## src/rtl/inst_mem_loader.sv

```systemverilog
// Boot loader: assembles a big-endian byte stream into 32-bit words, writes them into
// instruction memory and holds the CPU in reset until done. Optional checksum: INST_MEM_LOADER_CHECKSUM_EN.
module inst_mem_loader #(
    parameter int ADDR_W = 8,
    parameter int LEN_W  = 16
) (
    input  logic              clock,
    input  logic              reset,
    input  logic [7:0]        in_data,
    input  logic              in_valid,
    output logic              in_ready,
    input  logic              reload,
    output logic              imem_we,
    output logic [31:0]       imem_waddr,
    output logic [31:0]       imem_wdata,
    output logic              cpu_reset,
    output logic              done,
    output logic              error,
    output logic [ADDR_W:0]   words_loaded
);

    typedef enum logic [2:0] {
        S_LEN_HI,
        S_LEN_LO,
        S_DATA,
        S_WRITE,
        S_CHECK,
        S_DONE,
        S_ERROR
    } state_t;

    localparam logic [31:0] MAX_WORDS = 32'(1) << ADDR_W;

    state_t            state_reg, state_next;
    logic [LEN_W-1:0]  length_reg;
    logic [23:0]       assemble_reg;
    logic [1:0]        byte_cnt_reg;
    logic [ADDR_W-1:0] word_index_reg;
    logic [ADDR_W:0]   words_loaded_reg;
    logic [31:0]       waddr_reg;
    logic [31:0]       wdata_reg;

    logic              xfer;
    logic [LEN_W-1:0]  len_rx;
    logic [ADDR_W:0]   wl_inc;

    assign in_ready = (state_reg == S_LEN_HI) || (state_reg == S_LEN_LO) ||
                      (state_reg == S_DATA)   || (state_reg == S_CHECK);
    assign xfer     = in_valid && in_ready;
    assign len_rx   = {length_reg[LEN_W-1:8], in_data};
    assign wl_inc   = words_loaded_reg + 1'b1;

`ifdef INST_MEM_LOADER_CHECKSUM_EN
    logic [7:0] checksum_reg;
    logic [7:0] sum_chk;
    assign sum_chk = checksum_reg + in_data;
    localparam state_t S_END = S_CHECK;
`else
    localparam state_t S_END = S_DONE;
`endif

    always_ff @(posedge clock) begin
        if (reset) begin
            state_reg <= S_LEN_HI;
        end else begin
            state_reg <= state_next;
        end
    end

    always_comb begin
        state_next = state_reg;
        case (state_reg)
            S_LEN_HI: if (xfer) state_next = S_LEN_LO;
            S_LEN_LO: begin
                if (xfer) begin
                    if (len_rx == '0)
                        state_next = S_END;
                    else if (32'(len_rx) > MAX_WORDS)
                        state_next = S_ERROR;
                    else
                        state_next = S_DATA;
                end
            end
            S_DATA:  if (xfer && byte_cnt_reg == 2'd3) state_next = S_WRITE;
            S_WRITE: state_next = (32'(wl_inc) == 32'(length_reg)) ? S_END : S_DATA;
`ifdef INST_MEM_LOADER_CHECKSUM_EN
            S_CHECK: if (xfer) state_next = (sum_chk == 8'd0) ? S_DONE : S_ERROR;
`endif
            S_DONE, S_ERROR: if (reload) state_next = S_LEN_HI;
            default: state_next = S_LEN_HI;
        endcase
    end

    always_ff @(posedge clock) begin
        if (reset) begin
            length_reg       <= '0;
            assemble_reg     <= '0;
            byte_cnt_reg     <= '0;
            word_index_reg   <= '0;
            words_loaded_reg <= '0;
            waddr_reg        <= '0;
            wdata_reg        <= '0;
`ifdef INST_MEM_LOADER_CHECKSUM_EN
            checksum_reg     <= '0;
`endif
        end else begin
            case (state_reg)
                S_LEN_HI: if (xfer) length_reg[LEN_W-1:8] <= in_data;
                S_LEN_LO: if (xfer) length_reg[7:0] <= in_data;
                S_DATA: begin
                    if (xfer) begin
                        assemble_reg <= {assemble_reg[15:0], in_data};
                        byte_cnt_reg <= byte_cnt_reg + 2'd1;
`ifdef INST_MEM_LOADER_CHECKSUM_EN
                        checksum_reg <= sum_chk;
`endif
                        // Latch the full word and its address so they hold after WRITE.
                        if (byte_cnt_reg == 2'd3) begin
                            wdata_reg <= {assemble_reg, in_data};
                            waddr_reg <= {{(30-ADDR_W){1'b0}}, word_index_reg, 2'b00};
                        end
                    end
                end
                S_WRITE: begin
                    word_index_reg   <= word_index_reg + 1'b1;
                    words_loaded_reg <= wl_inc;
                end
                S_DONE, S_ERROR: begin
                    if (reload) begin
                        length_reg       <= '0;
                        assemble_reg     <= '0;
                        byte_cnt_reg     <= '0;
                        word_index_reg   <= '0;
                        words_loaded_reg <= '0;
`ifdef INST_MEM_LOADER_CHECKSUM_EN
                        checksum_reg     <= '0;
`endif
                    end
                end
                default: ;
            endcase
        end
    end

    assign imem_we      = (state_reg == S_WRITE);
    assign imem_waddr   = waddr_reg;
    assign imem_wdata   = wdata_reg;
    assign done         = (state_reg == S_DONE);
    assign error        = (state_reg == S_ERROR);
    assign cpu_reset    = (state_reg != S_DONE);
    assign words_loaded = words_loaded_reg;

endmodule

```

## config.mk

```make
export PLATFORM = sky130hd
export DESIGN_NAME = inst_mem_loader
export DESIGN_NICKNAME = d
export VERILOG_FILES = /design/src/rtl/inst_mem_loader.sv
export SDC_FILE = /design/constraint.sdc
export NUM_CORES = 1
export LEC_CHECK = 0
export CORE_UTILIZATION = 45
export CTS_CLUSTER_SIZE = 16
export DETAILED_ROUTE_END_ITERATION = 6
export HOLD_SLACK_MARGIN = 0.02
export PLACE_DENSITY_LB_ADDON = 0.2
export SYNTH_ARGS = -nofsm -noshare
export SYNTH_HDL_FRONTEND = slang
export SYNTH_SLANG_ARGS = --single-unit
```

## constraint.sdc

```tcl
create_clock -name clock -period 2.5 [get_ports clock]
set_input_delay 0.375 -clock clock [delete_from_list [all_inputs] [get_ports clock]]
set_output_delay 0.375 -clock clock [all_outputs]
set_load 0.05 [all_outputs]
```

==> results of run 1 <==
layer usage:
layer	up-vias	global-route usage	wire length (um)
met5	-	0	0
met4	0	0.06466	122
met3	10	0.04230	575
met2	134	0.3293	4696
met1	1841	0.3067	5010
li1	1934	-	-
synth_stat cells, types with 2 or more instances:
cell and instances:
o21a_1 2, a211oi_1 2, nand3b_1 2, or4_1 2, or4_4 2, nand3_1 6, o22ai_1 3, and3_1 2
xor2_1 7, nand4_1 5, nand2_1 93, or3_1 2, o21ai_0 5, buf_2 9, o21ai_1 5, or2_1 3
ha_1 3, mux2i_1 2, nor2_1 79, a21o_1 2, nor3_1 8, nor4_1 3, xnor2_1 12, clkbuf_1 29
buf_4 24, a31oi_1 11, nor2b_1 3, a21oi_1 53, inv_1 12, nand2b_1 3, a22oi_1 35, dfxtp_1 102
worst min-delay path, cell delays in order, from the launching register on:
cell and delay (ns):
dfxtp_1 0.32, nand2_1 0.05, a21oi_1 0.05
cell type report:
class	count	area share
timing repair buffer	89	0.1536
multi-input combinational	394	0.3862
inverter	13	0.009091
clock buffer	9	0.02308
tap	129	0.03007
sequential	102	0.3809
clock inverter	7	0.01702
power groups by stage:
stage / logic, mW / clock network (mW) / registers (mW)
floorplan: 0.301 / 0 / 1.70
CTS: 0.347 / 1.13 / 1.68
detailed placement: 0.346 / 0 / 1.72
finish: 0.348 / 1.11 / 1.68
global placement: 0.342 / 0 / 1.72
global route: 0.380 / 1.20 / 1.69
metrics by stage:
step | setup TNS (ns) | utilization | instance area (um2)
6_report | 0 | 0.5728 | 5368
5_1_grt | 0 | 0.5728 | 5368
4_1_cts | 0 | 0.5725 | 5365
3_5_place_dp | -0.2346 | 0.5497 | 5151
3_3_place_gp | -0.2155 | 0.5497 | 5151
2_1_floorplan | 0 | - | 4496
placed cells by master (no fill, tap or decap), drive strengths merged, types with 4 or more instances in the layout:
cell type / instances
dfxtp: 102
nand2: 93
nor2: 79
clkdlybuf4s50: 61
a21oi: 53
a22oi: 35
buf: 26
conb: 24
inv: 16
xnor2: 12
a31oi: 11
o21ai: 10
clkbuf: 9
nor3: 8
xor2: 7
nand3: 6
nand4: 5
or4: 4
path summary, 6_finish.rpt:
kind                    startpoint  slack, ns  depth (start not counted)              to
setup / recovery        in_data[4]       0.15                          6    state_reg[1]
hold / removal    assemble_reg[23]       0.46                          2  imem_wdata[31]
setup reg to reg   words_loaded[6]       0.22                          5    state_reg[2]
hold reg to reg   assemble_reg[23]       0.46                          2  imem_wdata[31]
kinds of logic after synthesis:
family	count (synthesis)	share of synthesized area
and+or+nand+nor	218	0.2141
AOI/OAI and AO/OA	128	0.1840
DFF	102	0.4634
buffers and inverters	75	0.08688
xor gates and xnor gates	19	0.03776
adders and majority gates	3	0.008519
muxes	2	0.004543
other	1	0.0008510
==> impl_results.md, run 1 <==
- Outcome: finished, final reports clean
- Synth top area share: 0.4634
- Post-CTS setup buffer count: 0
- Sequential share of power: 0.535
- Root buf cell: clkbuf_8
- Final slew viol count: 0
- Drt pass-1 iters: 4
- Worst-skew pair later-pin latency: 0.38 ns
- Placer's final routability congestion estimate: 0.8223
- Final Hold Fails: 0
- Yosys cell types: 49
- Setup violators final: 0
- Fmax: 426.1 MHz
- Final period util: 0.9387
- Vert. Die Dim: 101.0 um
- Mapped Avg Cell Area: 8.041 um2
- Maxcap violations: 0
- Core Box Area: 9371 um2
- CP top delay family: simple AND/OR/NAND/NOR gates
- CTS Buffer Depth: 2
- Vias in the first global route: 3,405
- # hold bufs at CTS: 0
- Clock tree sinks: 102
- Post-Synthesis Cells: 548
- Internal: 2.253 mW
- GR Overflow Total: 0
- CP startpoint kind: input port
- Arr. time, crit path: 2.61 ns
- Hpwl dp: 7274 um
- Worst Setup End Kind: flop
- Fin nets: 624
- Die area: 10,190 um2
- Crit-path max FO: 3
- Fin Clk Skew: 0.01337 ns
- Gate power share: 0.111
- Slew at the pin closest to its max-slew limit: 0.7871 ns
- I/O Buffers: 65
- Antenna fix cells: 0
- Gr usage total: 0.2156
- Placed insts: 727
- Ys flop type: dfxtp_1
- Largest register FFs: 32
- DR WL/cell: 14.00 um
- CTS tree: done
- CTS clk-pin slew, worst paths: 0.10 ns
- Post-synth ARST share: 0
- CP Class: input port to flop
- Power density cells: 585.3 nW/um2
- Setup WS pre-CTS: -0.2346 ns
- Critical path, cell by cell: clkdlybuf4s50_1 > or4_4 > or3_4 > o21a_1 > a2111o_1 > o211a_1
- Bufs and invs on worst path: 1
- Largest net degree at the start of global routing: 40
- Register Area: 2044 um2
- Hold WS: 0.4573 ns
- Area grow syn2layout: 21.81%
- Leakage: 1.940 nW
- Seq cells post-synth: 102
- Routed Antenna Nets: 0
- Multi-input gate area in the final layout: 2073 um2
- Layout cell share with drive strength beyond 1: 0.08469
- Rel. slew slack: 0.4752
- Net Sw Power: 888.2 uW
- Tmin final: 2.347 ns
- Via/cell ratio: 5.275
- Number of fill cells: 891
- WP data required: 2.77 ns
- Hold WC Path Type: flop to flop
- Final Non-Filler Cells: 743
- Final Power: 3.141 mW
- Vias: 3,919
- Ports: 90
- Synth area leaders: dfxtp_1 46%, nand2_1 7.9%, nor2_1 6.7%
- DRC: 0
- Die Wd: 101.0 um
- CP max stage cell: or4_4
- Post-Route WL: 10,400 um
- Part of the power in the clock network: 0.354
- First-pass GRT wire length: 17,040 um
- Max rail drop VDD: 0.0003352 V
- Initial DRC Count: 200
- Antenna violations before repair: 0
- Synth warn: 0
- Cts repair resizes: 1
- Post-synth design cell area: 4407 um2
- Starting Density: 0.4702
- CTS Buf Count: 9
- Rows: 35
- Synth area leader: dfxtp_1
- H-tree level count: 3
- CP max stage delay: 0.58 ns
- PnR worst setup slack: 0.1532 ns
- Switching Share: 0.2827
- Register area share after synthesis: 0.4634
- RSZ-0062 raised after global routing: false
- Post-synth EDFFs: 0
Note: power is estimated with default switching activity, not from simulation.
==> run 2, diff against run 1 <==
Settings changed: GPL_TIMING_DRIVEN from default to 0.
==> impl_results.md, run 2 (same netlist as run 1, synthesis figures left out) <==
- Die Wd: 101.0 um
- Vias in the first global route: 3,801
- Gr usage total: 0.2262
- Met3 Use GR: 0.03675
- Rows: 35
- Ports: 90
- R2r startpoint: words_loaded[1]
- Met1 global-route usage: 0.2957
- Fmax: 406.2 MHz
- DRC: 0
- Total negative slack: 0 ns
- H-tree level count: 3
- Power density cells: 573.5 nW/um2
- Final slew viol count: 0
- Net Sw Power: 893.3 uW
- Gate power share: 0.122
- Vert. Die Dim: 101.0 um
- Initial DRC Count: 153
- Slew at the pin closest to its max-slew limit: 0.6737 ns
- Multi-input gate area in the final layout: 2071 um2
- Hold_sp: imem_waddr[2]
- Layout cell share with drive strength beyond 1: 0.09077
- Die area: 10,190 um2
- Antenna fix cells: 0
- Final Hold Fails: 0
- Fin Clk Skew: 0.008741 ns
- Vias: 4,014
- DR WL/cell: 13.88 um
- CP Class: input port to flop
- Register Area: 2044 um2
- WP data required: 2.76 ns
- Area grow syn2layout: 25.16%
- Core Util, Final: 0.5885
- Critical Path Source: in_data[5]
- Worst Setup End Kind: flop
- Number of fill cells: 892
- Arr. time, crit path: 2.72 ns
- Routed Antenna Nets: 0
- Hpwl dp: 7828 um
- Antenna violations before repair: 0
- Tmin final: 2.462 ns
- Hold WC Path Type: flop to flop
- Placed cell areas: 5298 um2
- Starting Density: 0.4702
- Largest net degree at the start of global routing: 20
- Post-CTS setup buffer count: 0
- RSZ-0062 raised after global routing: false
- Sequential share of power: 0.528
- GR Overflow Total: 0
- Most frequent cells in the layout: 100 x dfxtp_1, 93 x nand2_1, 78 x nor2_1
- Most common cell after layout, fill and taps aside: dfxtp_1
- Leakage: 2.043 nW
- Internal reg-to-reg setup slack: 0.17 ns
- I/O Buffers: 64
- Largest register FFs: 32
- CTS Buf Count: 9
- Crit-path max FO: 5
- Maxcap violations: 0
- GR peak layer: met2
- CTS tree: done
- Setup violators final: 0
- Drt pass-1 iters: 5
- Fin nets: 660
- Worst-skew pair later-pin latency: 0.37 ns
- Core Box Area: 9371 um2
- Placer's final routability congestion estimate: 0.8532
- Switching Share: 0.2824
- Root buf cell: clkbuf_8
- First-pass GRT wire length: 18,100 um
- Max rail drop VDD: 0.0003285 V
- Final period util: 0.9847
- Post-Route WL: 10,810 um
- Cell area after layout: 5515 um2
- CTS Buffer Depth: 2
- Outcome: finished, final reports clean
- Via/cell ratio: 5.153
- CP startpoint kind: input port
- Part of the power in the clock network: 0.349
- Internal: 2.270 mW
- # hold bufs at CTS: 0
- Rel. slew slack: 0.5479
- Met2 global-route usage: 0.3757
- Clock tree sinks: 102
- CTS clk-pin slew, worst paths: 0.10 ns
==> run 2: changes by cell type in the layout (fill, tap and decap cells not counted), sizes merged <==
cell / previous run / this run
dlymetal6s2s: 1 / 2
clkbuf: 9 / 37
buf: 26 / 33
clkinvlp: 0 / 1
clkinv: 3 / 2
==> run 2: power by group through the flow <==
| stage | logic [mW] | clock network [mW] | registers [mW] |
|---|---|---|---|
| detailed placement | 0.383 | 0 | 1.71 |
| global placement | 0.376 | 0 | 1.71 |
| global route | 0.421 | 1.19 | 1.68 |
| CTS | 0.385 | 1.12 | 1.67 |
| floorplan | 0.301 | 0 | 1.70 |
| finish | 0.387 | 1.10 | 1.67 |
==> run 2: path summary, 6_finish.rpt <==
check	cells after the start	to
worst max-delay path	6	state_reg[1]
worst min-delay path	2	imem_waddr[2]
worst max register to register	6	state_reg[0]
worst min register to register	2	imem_waddr[2]
==> run 2: through the flow <==
stage                     power (mW)  cells  hold slack [ns]  setup slack (ns)
after floorplan                2.005    571           0.4316            0.1165
after global placement         2.083    764           0.4438           -0.2765
after detailed placement       2.092    764           0.4490           -0.2906
after CTS                      3.175    780           0.4632          0.001567
after global routing           3.288    779           0.4784          0.003163
final                          3.163    779           0.4586           0.03816
==> run 2: worst max-delay path, stage by stage <==
cell and delay [ns]:
clkdlybuf4s50_1 0.57, or4_4 0.58, or3_4 0.39, o21a_1 0.21
a2111o_1 0.39, o211a_1 0.21
==> run 2: final cells by class <==
cell class | count | area share
plain buffers | 61 | 0.05989
clock buffers | 9 | 0.02246
clock inverters | 7 | 0.01656
inverters | 13 | 0.008848
multi-input cells | 394 | 0.3755
flip-flops and latches | 102 | 0.3707
well taps | 129 | 0.02927
repair buffers | 64 | 0.1168
==> run 2: routing by layer <==
layer	wire [um]	vias up
met3	715	15
li1	-	2012
met2	4993	143
met4	187	0
met5	0	-
met1	4916	1844
==> run 2: timing repair <==
| action | 4_1_cts | 5_1_grt |
|---|---|---|
| resized for setup | 1 | 3 |
| setup endpoints to repair | 1 | 24 |
| cloned | 0 | 0 |
